`src/rtl/rf_ctrl_pkg.sv`:
```
// Shared register-file control definitions: register indexing, writeback source ids, decode helper.
// Latency: n/a (types and functions only).
// Backpressure: n/a.
package rf_ctrl_pkg;

    localparam int REG_ADDR_W = 5;
    localparam int NUM_REGS   = 32;

    typedef enum logic [1:0] {
        WB_ALU = 2'd0,
        WB_LSU = 2'd1,
        WB_MDU = 2'd2
    } wb_src_e;

    function automatic logic [NUM_REGS-1:0] onehot32(input logic [REG_ADDR_W-1:0] idx);
        logic [NUM_REGS-1:0] v;
        v      = '0;
        v[idx] = 1'b1;
        return v;
    endfunction

endpackage

```
`src/rtl/rr_arbiter.sv`:
```
// Round-robin arbiter: one-hot grant to the first requester at or after ptr.
// Latency: purely combinational.
// Backpressure: requesters not granted simply wait; next_ptr equals ptr when nothing is granted.
module rr_arbiter #(
    parameter int N     = 3,
    parameter int PTR_W = 2
) (
    input  logic [N-1:0]     req,
    input  logic [PTR_W-1:0] ptr,
    output logic [N-1:0]     gnt,
    output logic [PTR_W-1:0] next_ptr
);

    always_comb begin
        int  idx;
        logic found;
        gnt      = '0;
        next_ptr = ptr;
        found    = 1'b0;
        idx      = 0;
        for (int i = 0; i < N; i++) begin
            idx = (int'(ptr) + i) % N;
            if (!found && req[idx]) begin
                gnt[idx] = 1'b1;
                next_ptr = PTR_W'((idx + 1) % N);
                found    = 1'b1;
            end
        end
    end

endmodule

```
`src/rtl/rf_wb_scheduler.sv`:
```
// Write-port scheduler plus pending-write scoreboard for the 32-entry integer register file.
// Latency: grant is combinational; register-file write is issued one cycle after the grant.
// Backpressure: one writeback accepted per cycle via o_wb_ready; decode held by o_issue_stall.
module rf_wb_scheduler
    import rf_ctrl_pkg::*;
#(
    parameter int XLEN = 32,
    parameter int NREQ = int'(WB_MDU) + 1
) (
    input  logic                         i_clk,
    input  logic                         i_rst,
    input  logic                         i_issue_valid,
    input  logic [REG_ADDR_W-1:0]        i_issue_rd,
    input  logic [REG_ADDR_W-1:0]        i_issue_rs1,
    input  logic [REG_ADDR_W-1:0]        i_issue_rs2,
    output logic                         o_issue_stall,
    input  logic [NREQ-1:0]              i_wb_valid,
    input  logic [NREQ*REG_ADDR_W-1:0]   i_wb_rd,
    input  logic [NREQ*XLEN-1:0]         i_wb_data,
    output logic [NREQ-1:0]              o_wb_ready,
    output logic [REG_ADDR_W-1:0]        o_rf_rd,
    output logic [XLEN-1:0]              o_rf_rd_din,
    output logic                         o_rf_reg_write,
    output logic [NUM_REGS-1:0]          o_busy
);

    localparam int PTR_W = (NREQ > 1) ? $clog2(NREQ) : 1;

    logic [PTR_W-1:0]      ptr_q, ptr_d, arb_next_ptr;
    logic                  rf_we_q, rf_we_d;
    logic [REG_ADDR_W-1:0] rf_rd_q, rf_rd_d;
    logic [XLEN-1:0]       rf_din_q, rf_din_d;
    logic [NUM_REGS-1:0]   busy_q, busy_d, clr, set, eff_busy;
    logic [NREQ-1:0]       req, gnt;

    // No handshake may complete while reset is held, so the in-flight slot stays empty.
    assign req = i_wb_valid & {NREQ{~i_rst}};

    rr_arbiter #(.N(NREQ), .PTR_W(PTR_W)) u_arb (
        .req      (req),
        .ptr      (ptr_q),
        .gnt      (gnt),
        .next_ptr (arb_next_ptr)
    );

    assign o_wb_ready = gnt;

    always_comb begin
        rf_we_d  = |gnt;
        rf_rd_d  = rf_rd_q;
        rf_din_d = rf_din_q;
        ptr_d    = arb_next_ptr;
        for (int k = 0; k < NREQ; k++) begin
            if (gnt[k]) begin
                rf_rd_d  = i_wb_rd[k*REG_ADDR_W +: REG_ADDR_W];
                rf_din_d = i_wb_data[k*XLEN +: XLEN];
            end
        end
    end

    // The register being written this cycle is forwarded by the register file, so it is not a hazard.
    always_comb begin
        clr           = rf_we_q ? onehot32(rf_rd_q) : '0;
        eff_busy      = busy_q & ~clr;
        eff_busy[0]   = 1'b0;
        o_issue_stall = i_issue_valid & (eff_busy[i_issue_rs1] | eff_busy[i_issue_rs2] |
                                         eff_busy[i_issue_rd]);
        set           = (i_issue_valid && !o_issue_stall && i_issue_rd != '0) ?
                        onehot32(i_issue_rd) : '0;
        busy_d        = eff_busy | set;
        busy_d[0]     = 1'b0;
    end

    always_ff @(posedge i_clk) begin
        if (i_rst) begin
            ptr_q    <= '0;
            rf_we_q  <= 1'b0;
            rf_rd_q  <= '0;
            rf_din_q <= '0;
            busy_q   <= '0;
        end else begin
            ptr_q    <= ptr_d;
            rf_we_q  <= rf_we_d;
            rf_rd_q  <= rf_rd_d;
            rf_din_q <= rf_din_d;
            busy_q   <= busy_d;
        end
    end

    assign o_rf_reg_write = rf_we_q;
    assign o_rf_rd        = rf_rd_q;
    assign o_rf_rd_din    = rf_din_q;
    assign o_busy         = busy_q;

    generate
        for (genvar k = 0; k < NREQ; k++) begin : g_req_hold
            a_req_hold: assert property (@(posedge i_clk) disable iff (i_rst)
                i_wb_valid[k] && !o_wb_ready[k] |=> i_wb_valid[k] &&
                $stable(i_wb_rd[k*REG_ADDR_W +: REG_ADDR_W]) && $stable(i_wb_data[k*XLEN +: XLEN]));
        end
    endgenerate

    a_wb_to_busy: assert property (@(posedge i_clk) disable iff (i_rst)
        rf_we_q && rf_rd_q != '0 |-> busy_q[rf_rd_q]);

endmodule
```
`config.mk`:
```
export PLATFORM = sky130hd
export DESIGN_NAME = rf_wb_scheduler
export DESIGN_NICKNAME = d
export VERILOG_FILES = /design/src/rtl/rf_ctrl_pkg.sv /design/src/rtl/rr_arbiter.sv /design/src/rtl/rf_wb_scheduler.sv
export SDC_FILE = /design/constraint.sdc
export NUM_CORES = 1
export LEC_CHECK = 0
export ABC_AREA = 1
export CORE_ASPECT_RATIO = 2
export CORE_MARGIN = 2
export CORE_UTILIZATION = 45
export DETAILED_ROUTE_END_ITERATION = 12
export PLACE_DENSITY = 0.82
export REMOVE_ABC_BUFFERS = 1
export SLEW_MARGIN = 20
export SYNTH_ARGS = -nofsm -noshare
export SYNTH_HDL_FRONTEND = slang
export SYNTH_SLANG_ARGS = --single-unit
export TNS_END_PERCENT = 100
```
`constraint.sdc`:
```
create_clock -name i_clk -period 6.4 [get_ports i_clk]
set_input_delay 0.96 -clock i_clk [delete_from_list [all_inputs] [get_ports i_clk]]
set_output_delay 0.96 -clock i_clk [all_outputs]
set_load 0.01 [all_outputs]
```
Yosys cells after proc, flatten, opt, wreduce, memory -nomap -nowiden

Index checks and enable logic that the tools add are counted.

Input port bits: 132
Flip-flop bits (word level): 72

Magnitude comparators: 12
Reduce and logical (&&, ||, !) cells: 16
$add $sub $neg: 5
Bitwise gates (word level): 10
Muxes and demuxes: 41
Divide/modulo/power cells: 6

Operators by type and width:

| cell                    | count |
|---|---|
| $mod A32 B3 Y32 const B | 5 |
| $mux W32                | 5 |
| $add A32 B2 Y32 const B | 3 |
| $ge A32 B1 Y1 const B   | 3 |
| $lt A32 B4 Y1 const B   | 3 |
| $and A32 B32 Y32        | 1 |
| $mod A3 B3 Y32 const B  | 1 |
| $not A32 Y32            | 1 |
| $or A32 B32 Y32         | 1 |
| $lt A5 B6 Y1 const B    | 4 |
| $mux W1                 | 16 |
| $bmux W1 S5             | 3 |
| $mux W5                 | 3 |
| $demux W1 S5            | 2 |
| $ge A5 B1 Y1 const B    | 2 |
| $logic_and A1 B1 Y1     | 9 |
| $mux W3                 | 3 |
| $bmux W1 S2             | 3 |
| $demux W1 S2            | 3 |
| $mux W2                 | 3 |
| $or A3 B3 Y3            | 2 |
| $reduce_bool A3 Y1      | 2 |
| $reduce_bool A5 Y1      | 1 |
| $add A2 B1 Y3 const B   | 1 |
| other kinds (7)         | 10 |

Depth between registers and ports, before layout

Gate-level depths: netlist of the first run.

Word-level depth: 17
Depth in mapped cells: 44
Mapped depth without buffers: 44

Cells and area by module

From an unflattened synthesis of the first run, not the netlist that was laid out.

Cells, all modules: 810
Area, all modules: 4,992.3 um^2

Modules (own cells, without submodules):

| module          | area each (um^2) | cells each | instances |
|---|---|---|---|
| rf_wb_scheduler | 4,662.0          | 749        | 1 |
| rr_arbiter      | 330.3            | 61         | 1 |

Worst setup path before layout of the first run

No wires, ideal clock.

Kind: input to register
From: in i_rst
To: reg ptr_q[1]
Setup time: 0.109 ns
Arrival: 4.937 ns
Stages on the path: 41
Required time: 6.291 ns
Path buffers: 0
Setup slack: 1.354 ns
Cell sequence: inv_4 > nand2_1 > nor2_2 > inv_1 > nand2_2 > nor2_4 > nand2_1 > o21ai_0 > o21ai_0 > ha_1 > inv_1 > nand3_1 > nand2_2 > nand3_2 > nand2_1 > nand2_1 > inv_2 > o21ai_2 > (+5 left out) > ha_1 > inv_1 > nand2_2 > nand2_1 > nand2_1 > ha_1 > nor2_4 > nand2_4 > xor2_1 > ha_1 > inv_1 > nand3_1 > nand2_1 > nand2_1 > nand3_1 > nand3_1 > nand2_1 > inv_1

Word-level cells in the longest chain between the ends: 12
Elaborated cells on any way between the ends: 20
Classes of those cells: mux: 13; bitwise: 2; reduce/logical: 5

RTL lines:

| what                                                           | line                  | text |
|---|---|---|
| from (decl)                                                    | rf_wb_scheduler.sv:11 | `input logic i_rst,` |
| $not A1 Y1                                                     | rf_wb_scheduler.sv:37 | `assign req = i_wb_valid & {NREQ{~i_rst}};` |
| $and A3 B3 Y3                                                  | rf_wb_scheduler.sv:37 |  |
| $bmux W1 S2                                                    | rr_arbiter.sv:23      | `if (!found && req[idx]) begin` |
| $mux W1 (not written as such) (2 in series)                    | rr_arbiter.sv:23      |  |
| $mux W1                                                        | rr_arbiter.sv:23      |  |
| $logic_not A1 Y1                                               | rr_arbiter.sv:23      |  |
| $logic_and A1 B1 Y1                                            | rr_arbiter.sv:23      |  |
| $mux W1                                                        | rr_arbiter.sv:23      |  |
| $logic_not A1 Y1                                               | rr_arbiter.sv:23      |  |
| $logic_and A1 B1 Y1                                            | rr_arbiter.sv:23      |  |
| $reduce_bool A3 Y1 (no source line) or $mux W2 (tied branches) | --                    |  |
| to (signal assigned)                                           | rf_wb_scheduler.sv:82 | `ptr_q <= ptr_d;` |
| to (decl)                                                      | rf_wb_scheduler.sv:29 | `logic [PTR_W-1:0] ptr_q, ptr_d, arb_next_ptr;` |

Several ways; a longest one is shown, not always the timed one. The select of a mux whose other input is x is not followed.
A chain may end at the register's enable or synchronous reset.

Worst setup path after layout of the first run

Ends and elaborated chain as after synthesis.

==> results of run 1 <==
[worst min path at each step]
stage,from,slack (ps),cells past startpoint,end
floorplan,o_busy[12],530,2,o_busy[12]
global placement,o_busy[13],510,2,o_busy[13]
detailed placement,o_busy[13],510,2,o_busy[13]
CTS,o_busy[13],520,2,o_busy[13]
global route,o_rf_rd_din[8],560,2,o_rf_rd_din[8]
finish,o_busy[13],520,2,o_busy[13]
[power groups by stage]
stage / clock (µW) / combinational [µW] / sequential [µW]
final: 549 / 2960 / 617
after global routing: 569 / 3350 / 630
after CTS: 554 / 2880 / 616
after detailed placement: 0 / 2870 / 624
after global placement: 0 / 2800 / 622
after floorplan: 0 / 2040 / 660
[synthesized netlist by cell type (all sizes together) (12+ instances only)]
cell type / n
nand2: 155
o21ai: 143
nor2: 103
inv: 99
nand3: 87
dfxtp: 71
a21oi: 51
a31oi: 37
clkbuf: 26
nor3: 20
ha: 16
nand4: 13
buf: 12
o22ai: 12
[area by class of cell]
type | instances | area share, %
sequential | 71 | 18.19
timing repair buffer | 213 | 27.00
inverter | 102 | 4.932
clock inverter | 6 | 1.201
tap | 145 | 2.322
clock buffer | 9 | 2.882
multi-input combinational | 658 | 43.47
[per-layer routing]
layer | share of wire [%] | wire length (µm)
met1 | 32 | 6619
met2 | 54 | 11080
met3 | 6.7 | 1362
met4 | 6.6 | 1357
met5 | 0 | 0
[registers in the layout, summed over array words and instances, names as in the netlist]
register,count
o_busy,31
o_rf_rd,5
o_rf_rd_din,32
o_rf_reg_write,1
ptr_q,2
[cell families (layout without fill, tap and decap cells)]
group,Yosys count,count (layout)
buffers and inverters,142,330
AND/OR/NAND/NOR,383,383
XOR/XNOR,5,5
AO/OA/AOI/OAI,253,253
other,1,1
flip-flops,71,71
adder cells (fa/ha/maj),16,16
[layout by cell type, fill, tap and decap left out, types with 9 or more instances in the layout]
| cell | synthesis | final |
|---|---|---|
| clkdlybuf4s50_1 | 0 | 204 |
| nand2_1 | 139 | 139 |
| o21ai_0 | 135 | 135 |
| nor2_1 | 99 | 99 |
| inv_1 | 90 | 90 |
| nand3_1 | 83 | 82 |
| dfxtp_1 | 71 | 71 |
| a21oi_1 | 49 | 49 |
| a31oi_1 | 37 | 37 |
| nor3_1 | 20 | 20 |
| ha_1 | 16 | 15 |
| nand2_2 | 13 | 13 |
| nand4_1 | 13 | 13 |
| o22ai_1 | 12 | 12 |
| clkbuf_16 | 0 | 9 |
| buf_4 | 1 | 9 |
[worst max-delay path: cells and delay by family]
| kind | cells | cell delay [ps] |
|---|---|---|
| AOI/OAI and AO/OA | 1 | 170 |
| and+or+nand+nor | 26 | 2550 |
| buffers and inverters | 9 | 1230 |
| adders and majority gates | 4 | 970 |
| xor gates and xnor gates | 1 | 170 |
[stage by stage]
| step | instance area, µm² | power [µW] | util [%] | worst slack, ps |
|---|---|---|---|---|
| floorplan | 5184 | 2701 | - | 1201 |
| global placement | 7481 | 3421 | 64.32 | 420.2 |
| detailed placement | 7481 | 3491 | 64.32 | 229.0 |
| CTS | 7800 | 4054 | 67.06 | 567.0 |
| global route | 7814 | 4551 | 67.18 | 20.97 |
| finish | 7814 | 4127 | 67.18 | 554.4 |
==> impl_metrics.yaml, run 1 <==
synth:
  synth.area.top_cells: "dfxtp_1, o21ai_0, nand2_1, nand3_1, nor2_1"
  syn_avg_cell_area_um2: 6.144
  syn_inst: 871
  synth_seq_cells: 71
  synth_flop_cell: "dfxtp_1"
  synth_compound_area_share_pct: 26.07
  yosysTopAreaCellShare_pct: 26.56
  synth_area_leader_cell: "dfxtp_1"
  ys.warnings.count: 0
  synth_top_family_by_area: "simple AND/OR/NAND/NOR gates"
  synth_xor_area_share_pct: 0.9586
  synth_edf_count: 0
  synth-simple-area-share_pct: 32.27
  yosysSeqAreaShare_pct: 26.56
  async_flop_share_pct: 0
  synthMuxAreaShare_pct: 0
  ys_types: 44
  synth_adder_area_share_pct: 3.741
  netlist_area_um2: 5351
global_routing:
  grt_pass1_vias: 6732
  grt_pass1_wl_mm: 32.46
  grt.overflow.total: 0
  antenna_found_initial: 0
  use_met2_pct: 61.04
  grt_max_degree: 76
  top_usage_layer: "met2"
  grt.met1_usage_pct: 30.10
  grt.met3_usage_pct: 7.697
  grt_usage_pct: 32.81
pwr:
  switching_power_uw: 2136
  power.internal_uw: 1992
  peakVddDrop_mv: 0.5587
  power_density_nw_per_um2: 528.2
  p_seq_share_pct: 14.9
  p_clk_share_pct: 13.3
  power_leakage_uw: 0.003234
  switching_share_pct: 51.74
  comb_power_share_pct: 71.7
worst_setup_path:
  required_ps: 6640
  rrSetupSlack_ps: 680
  endpoint_kind: "flop"
  slowest_delay_ps: 540
  path_class: "input port to flop"
  startpoint: "i_rst"
  crit_end: "ptr_q[1]"
  critPathMaxFanout: 10
  cp.arrival_ps: 6090
  rr_startpoint: "ptr_q[1]"
  path_common_cell: "nand2_1"
  crit_slowest_cell: "clkdlybuf4s50_1"
  reg2reg_depth: 40
  worstSetupStartpointType: "input port"
  r2r-end: "ptr_q[1]"
floorplan:
  core_um2: 11630
  die_area_um2: 12830
  rows: 56
  fp.dieW_um: 81.11
  start_util_pct: 46.01
  ios: 206
  die-height_um: 158.2
clocking:
  cts_sinks: 71
  clk_path_buf_depth: 2
  cts_setup_buffers: 0
  cts_made_buffers: 9
  worstSkewPairLatency_ps: 340
  cts.repair.resized: 0
  cts-htree-levels: 3
  clk_transition_reported_paths_ps: 60
  cts-root-buf: "clkbuf_16"
  cts_hold_buffers: 0
  cts_tree: "yes"
layout:
  multiInputGateArea_um2: 3397
  fin_cells: 1204
  diodes: 0
  layout-drive-gt1-share_pct: 6.516
  regArea_um2: 1421
  area.growth.synth_to_final_pct: 46.01
  nFillCells: 1072
  nNetsFinal: 1203
sta:
  setup_viol: 0
  drv_slew: 0
  relSlewSlack_pct: 50.06
  holdWs_ps: 523.1
  skew_ps: 4.900
  timing.fmax_ghz: 0.1711
  finalHoldViolations: 0
  rsz0062_at_grt: "no"
  tightest_slew_ps: 741.3
  period_share_pct: 91.34
  fin_crit_ps: 5846
  tns_ps: 0
route:
  vias_per_cell: 5.630
  avgRoutedWirePerCell_um: 16.96
  num_vias: 6778
  dr.pass1.iters: 6
  drt_iter0_markers: 493
  drtAntennaViolNets: 0
  drc: 0
  wl_mm: 20.42
run_status:
  status: "complete, no violations"
placed_design:
  dp_hpwl_mm: 15.87
  port_buffers: 204
  gp_congestion: 1.027
  place_inst: 1189
min_path:
  hp-class: "flop to flop"
job:
  drv_cap: 0
Note: power is estimated with default switching activity, not from simulation.
==> run 2: changes to the inputs <==
SLEW_MARGIN = not set   (was 20)
==> impl_metrics.yaml, run 2 (synthesized netlist as in run 1, its figures left out) <==
floorplan:
  core_um2: 11630
  die_area_um2: 12830
  fp.dieW_um: 81.11
  die-height_um: 158.2
  ios: 206
  start_util_pct: 46.01
  rows: 56
pwr:
  power.total_uw: 4120
  power_leakage_uw: 0.003234
  power_density_nw_per_um2: 527.5
  switching_power_uw: 2132
  switching_share_pct: 51.75
  power.internal_uw: 1988
  comb_power_share_pct: 71.7
  p_seq_share_pct: 15.0
  p_clk_share_pct: 13.3
  peakVddDrop_mv: 0.6033
sta:
  finalHoldViolations: 0
  drv_slew: 0
  tightest_slew_ps: 1088
  rsz0062_at_grt: "no"
  tns_ps: 0
  finalWorstSetupSlack_ps: 562.5
  period_share_pct: 91.21
  fin_crit_ps: 5838
  holdWs_ps: 522.4
  skew_ps: 4.909
  setup_viol: 0
  relSlewSlack_pct: 27.43
  timing.fmax_ghz: 0.1713
layout:
  layout_common_cells: "clkdlybuf4s50_1, nand2_1, o21ai_0"
  layout-drive-gt1-share_pct: 6.516
  diodes: 0
  fin_cells: 1204
  nFillCells: 1074
  area.growth.synth_to_final_pct: 45.94
  largest_register_ffs: 32
  layout_commonest_cell: "clkdlybuf4s50_1"
  nNetsFinal: 1203
worst_setup_path:
  critPathMaxFanout: 10
  path_buf_inv: 9
  cp.arrival_ps: 6080
  endpoint_kind: "flop"
  slowest_delay_ps: 540
  crit_family: "simple AND/OR/NAND/NOR gates"
  path_common_cell: "nand2_1"
  worstSetupStartpointType: "input port"
  crit_slowest_cell: "clkdlybuf4s50_1"
  path_class: "input port to flop"
  required_ps: 6640
route:
  avgRoutedWirePerCell_um: 16.95
  num_vias: 6766
  top_layer_used: "met4"
  wl_mm: 20.41
  dr.pass1.iters: 6
  drc: 0
  wl_met1_mm: 6.638
  dr_wl_met2_mm: 11.01
  drt_iter0_markers: 477
  wl_met3_mm: 1.357
  drtAntennaViolNets: 0
  vias_per_cell: 5.620
clocking:
  cts_hold_buffers: 0
  cts_setup_buffers: 0
  cts-htree-levels: 3
  cts_sinks: 71
  clk_path_buf_depth: 2
  cts_tree: "yes"
  cts-root-buf: "clkbuf_16"
  clk_transition_reported_paths_ps: 60
  cts_made_buffers: 9
  worstSkewPairLatency_ps: 340
job:
  drv_cap: 0
global_routing:
  antenna_found_initial: 0
  grt_max_degree: 76
  grt_usage_pct: 32.81
  grt_pass1_vias: 6732
  grt_pass1_wl_mm: 32.46
  grt.overflow.total: 0
placed_design:
  dp_hpwl_mm: 15.87
  place_inst: 1189
  port_buffers: 204
  gp_congestion: 1.027
  pre_cts_ws_ps: 229.0
run_status:
  status: "complete, no violations"
min_path:
  hp-class: "flop to flop"
-- run 2: through the flow --
step	util, %	instance area (µm²)
6_report	67.15	7810
5_1_grt	67.15	7810
4_1_cts	67.06	7800
3_5_place_dp	64.32	7481
3_3_place_gp	64.32	7481
2_1_floorplan	-	5184
-- run 2: area by class of cell --
cell class | count | area [µm²] | share of cell area [%]
inverter | 102 | 385.4 | 4.934
multi-input combinational | 658 | 3393 | 43.45
tap | 145 | 181.4 | 2.323
timing repair buffer | 213 | 2110 | 27.01
clock inverter | 6 | 93.84 | 1.202
sequential | 71 | 1421 | 18.20
clock buffer | 9 | 225.2 | 2.884
-- run 2: final timing paths --
kind                   start    endpoint  slack [ps]  cells after the start
setup reg to reg    ptr_q[1]    ptr_q[1]         690                     40
setup / recovery       i_rst    ptr_q[1]         560                     41
hold reg to reg   o_busy[13]  o_busy[13]         520                      2
hold / removal    o_busy[13]  o_busy[13]         520                      2
-- run 2: worst reg2reg max path, delay by kind of cell, from the launching register on --
| kind | cells | cell delay [ps] |
|---|---|---|
| and+or+nand+nor | 23 | 2330 |
| adders and majority gates | 5 | 1370 |
| buffers and inverters | 8 | 700 |
| AOI/OAI and AO/OA | 3 | 550 |
| DFF | 1 | 490 |
| xor gates and xnor gates | 1 | 170 |
-- run 2: power groups by stage --
stage          Combinational, µW  Sequential, µW  Clock (µW)
3_5_place_dp                2870             624           0
2_1_floorplan               2040             660           0
5_1_grt                     3350             631         569
6_report                    2950             617         549
4_1_cts                     2880             616         554
3_3_place_gp                2800             622           0
-- run 2: repair_timing --
| action | 4_1_cts | 5_1_grt |
|---|---|---|
| hold endpoints to repair | 0 | 0 |
| setup endpoints to repair | 0 | 2 |
| gates resized for setup | 0 | 2 |
-- run 2: routing by layer --
layer  global-route usage (%)  up-vias
met1                    30.10     3000
met4                    22.76        0
met5                        0        -
li1                         -     3324
met3                    7.697       98
met2                    61.04      344
==> run 3: changes to the inputs <==
CORE_MARGIN = 8   (was 2)
==> impl_metrics.yaml, run 3 (synthesized netlist as in run 1, its figures left out) <==
global_routing:
  grt.overflow.total: 0
  antenna_found_initial: 2
  grt_usage_pct: 27.93
  grt_pass1_wl_mm: 34.74
  grt_pass1_vias: 6779
  grt_max_degree: 76
floorplan:
  start_util_pct: 45.73
  rows: 56
  die-height_um: 170.2
  die_area_um2: 15850
  core_um2: 11700
  ios: 206
  fp.dieW_um: 93.11
layout:
  fin_util_pct: 67.06
  largest_register_ffs: 32
  layout_commonest_cell: "clkdlybuf4s50_1"
  area.growth.synth_to_final_pct: 46.62
  nNetsFinal: 1207
  layout_common_cells: "clkdlybuf4s50_1, nand2_1, o21ai_0"
  layout-drive-gt1-share_pct: 6.767
  fin_cells: 1211
worst_setup_path:
  cp.arrival_ps: 5930
  startpoint: "ptr_q[1]"
  path_common_cell: "nand2_1"
  rrSetupSlack_ps: 710
  path_class: "flop to flop"
  crit_family: "simple AND/OR/NAND/NOR gates"
  path_buf_inv: 9
  slowest_delay_ps: 490
  reg2reg_depth: 41
  path_depth: 41
  worstSetupStartpointType: "flop"
  crit_end: "ptr_q[1]"
  required_ps: 6640
  crit_slowest_cell: "dfxtp_1"
  critPathMaxFanout: 8
  r2r-end: "ptr_q[1]"
  endpoint_kind: "flop"
  rr_startpoint: "ptr_q[1]"
clocking:
  cts_hold_buffers: 0
  cts_setup_buffers: 0
  cts-htree-levels: 3
  clk_transition_reported_paths_ps: 60
  worstSkewPairLatency_ps: 340
  cts-root-buf: "clkbuf_16"
  cts.repair.resized: 0
  cts_tree: "yes"
  clk_path_buf_depth: 2
  cts_sinks: 71
  cts_made_buffers: 9
placed_design:
  port_buffers: 204
  gp_congestion: 1.042
  place_inst: 1192
  dp_hpwl_mm: 17.97
route:
  dr.pass1.iters: 6
  drtAntennaViolNets: 0
  wl_mm: 22.33
  avgRoutedWirePerCell_um: 18.44
  drc: 0
  drt_iter0_markers: 461
  num_vias: 6850
  vias_per_cell: 5.656
pwr:
  comb_power_share_pct: 71.2
  p_clk_share_pct: 13.6
  peakVddDrop_mv: 0.4285
  power_density_nw_per_um2: 519.4
  power_leakage_uw: 0.003266
  p_seq_share_pct: 15.3
  switching_share_pct: 51.50
  power.internal_uw: 1977
  switching_power_uw: 2099
sta:
  relSlewSlack_pct: 26.20
  drv_slew: 0
  setup_viol: 0
  period_share_pct: 88.88
  finalHoldViolations: 0
  tightest_slew_ps: 1107
  skew_ps: 8.114
  fin_crit_ps: 5688
  timing.fmax_ghz: 0.1758
  rsz0062_at_grt: "no"
  tns_ps: 0
min_path:
  min_from: "o_busy[4]"
  hp-class: "flop to flop"
job:
  drv_cap: 0
run_status:
  status: "complete, no violations"
[run 3: power by group through the flow]
stage	sequential, µW	combinational, µW	clock [µW]
finish	622	2900	552
global route	633	3280	576
CTS	621	2900	559
detailed placement	628	2880	0
global placement	625	2810	0
floorplan	660	2040	0
[run 3: per-layer routing]
metal  global-route usage [%]  vias up  routed length (µm)
met5                        0        -                   0
met4                    19.42        0                1508
met3                    7.723       94                1670
met2                    54.09      330               12220
met1                    23.18     3086                6923
li1                         -     3340                   -
[run 3: final cells by class]
type	instances	area, µm²
fillers	1053	3855
diodes	2	5.005
inverters	102	387.9
repair buffers	216	2135
clock buffers	9	225.2
multi-input cells	658	3383
clock inverters	7	102.6
well taps	145	181.4
repair inverters	1	5.005
flip-flops and latches	71	1421
[run 3: tightest hold or removal path: stages, from the launching register on]
cell     delay (ps)
dfxtp_1         300
o21ai_0         100
a21oi_1          80
[run 3: through the flow]
| step | instance area [µm²] | power [µW] | hold WS, ps | worst slack (ps) |
|---|---|---|---|---|
| 4_1_cts | 7831 | 4076 | 524.8 | 501.9 |
| 3_5_place_dp | 7503 | 3510 | 518.1 | 160.6 |
| 3_3_place_gp | 7503 | 3433 | 500.1 | 363.0 |
| 5_1_grt | 7846 | 4489 | 559.5 | 162.7 |
| 2_1_floorplan | 5184 | 2701 | 525.7 | 1201 |
| 6_report | 7846 | 4076 | 524.8 | 711.6 |
[run 3: worst min path at each step]
stage                                 end  slack, ps  cells past startpoint
after floorplan                o_busy[12]        530                      2
after global placement          o_busy[4]        500                      2
after detailed placement       o_busy[30]        520                      2
after CTS                       o_busy[4]        520                      2
after global routing      o_rf_rd_din[17]        560                      2
final                           o_busy[4]        520                      2
==> edit: new RTL, config.mk and constraints of run 3 <==
`rf_din_q` no longer has a reset.
--- a/src/rtl/rf_wb_scheduler.sv
+++ b/src/rtl/rf_wb_scheduler.sv
@@ -77,5 +77,4 @@
             rf_we_q  <= 1'b0;
             rf_rd_q  <= '0;
-            rf_din_q <= '0;
             busy_q   <= '0;
         end else begin
@@ -83,7 +82,10 @@
             rf_we_q  <= rf_we_d;
             rf_rd_q  <= rf_rd_d;
-            rf_din_q <= rf_din_d;
             busy_q   <= busy_d;
         end
+    end
+
+    always_ff @(posedge i_clk) begin
+        rf_din_q <= rf_din_d;
     end
 
Behaviour: differs if i_rst is asserted again (counterexample within 4 cycles, from zero or initial values and one cycle with i_rst high); with i_rst held inactive, the same outputs for 4 cycles.
==> edit against run 3 <==
Clock power rose by 6.0%; worst setup slack got worse by 290 ps; die area up 0.24%; power rose by 15%; wire length is 0.43% lower; register-to-register slack got worse by 200 ps; non-clock buffer count rose by 4; area after synthesis is 0.28% higher; first-iteration DRC count fell by 27%; count of clock-buffer cells in the layout grew 1; sequential cell count unchanged; final area is 1.5% higher; core utilization increased by 0.98 points; highest routed layer unchanged.
==> edit: results (changes against run 3) <==
Synth Area in Compound Gates 22.4% (-3.7 points); slowest CP cell clkdlybuf4s50_1; kind of critical path input pin to flop; library cells used by synthesis 39 (-11%); clk_skew 3.83 ps (-4.29 ps); grt met2 use 51.4% (-2.7 points); reg-to-reg slack, setup 510 ps (-200 ps); first-pass GRT wire length 34000 um (-2.0%); first-pass iteration count of the detailed router 5 (-1); post-synthesis xor/xnor area fraction 0.653% (-0.31 points); part of the Yosys area used for sequential elements 32.5% (+5.9 points); met1 GRT Util 25.8% (+2.6 points); WL final 22200 um (-0.43%); post-DP HPWL 17700 um (-1.4%); Post-synth EDFFs 32 (+32); Place WS -127 ps (-288 ps); Worst EP arrival 6270 ps (+340 ps); Tot GR Track Use 27.9% (-0.064 points); DR iter-0 viols 335 (-27%); layout cell share with drive strength beyond 1 6.58% (-0.19 points); crit-path max cell delay 580 ps (+90 ps); Synth Area in Adders 3.73% (-0.010 points); status completed; synth cell count leaders nand2_1, o21ai_0, inv_1; setup slack after layout 419 ps (-292 ps)
edit: cell count changes in the layout (fill, tap and decap cells not counted), moves of 7 or more:
cell and change:
nand2_1 +13, o21ai_0 -7, nand2_2 -8, dfxtp_1 -32
a31oi_1 -28, edfxtp_1 +32, nor2_1 -27, inv_1 +9
o22ai_1 -7
edit: power breakdown:
part | internal [mW] | switching, mW
Combinational | 1.20 | 2.08
Clock | 0.380 | 0.204
Sequential | 0.745 | 0.0691
edit: worst max-delay path: cells and delay by family:
kind                       cells  cell delay, ps
and+or+nand+nor               26            2680
buffers and inverters         11            1320
adders and majority gates      4             820
AOI/OAI and AO/OA              2             300
xor gates and xnor gates       1             180
edit: worst min-delay path by stage:
stage | cells past startpoint | endpoint | start | slack (ps)
after floorplan | 2 | o_busy[13] | o_busy[13] | 530
after global placement | 2 | o_busy[9] | o_busy[9] | 510
after detailed placement | 2 | o_busy[20] | o_busy[20] | 510
after CTS | 2 | o_busy[20] | o_busy[20] | 520
after global routing | 2 | o_busy[20] | o_busy[20] | 550
final | 2 | o_busy[20] | o_busy[20] | 520
edit: final cells by class:
| type | count | area share (%) |
|---|---|---|
| inverter | 108 | 5.09 |
| clock inverter | 6 | 1.35 |
| timing repair buffer | 220 | 27.3 |
| clock buffer | 10 | 2.88 |
| tap | 145 | 2.28 |
| sequential | 71 | 21.9 |
| multi-input combinational | 604 | 39.3 |
edit: kinds of logic after synthesis:
kind of cell               after synthesis
AOI/OAI and AO/OA                      219
xor gates and xnor gates                 4
adders and majority gates               16
buffers and inverters                  140
DFF                                     71
other                                    1
and+or+nand+nor                        364
edit: metrics by stage:
stage	hold slack (ps)	TNS, ps	utilization [%]
after floorplan	526	0	-
after global placement	508	0	64.8
after detailed placement	513	-163	64.8
after CTS	521	0	67.7
after global routing	546	-24.6	68.0
final	522	0	68.0
edit: metal layers:
metal / vias up / share of wire (%)
met4: 0 / 6.5
li1: 3174 / -
met2: 342 / 53
met5: - / 0
met1: 2984 / 33
met3: 105 / 7.3
edit: what timing repair did:
item	4_1_cts	5_1_grt
buffers inserted	0	0
gates resized for setup	0	13
setup endpoints to repair	0	2
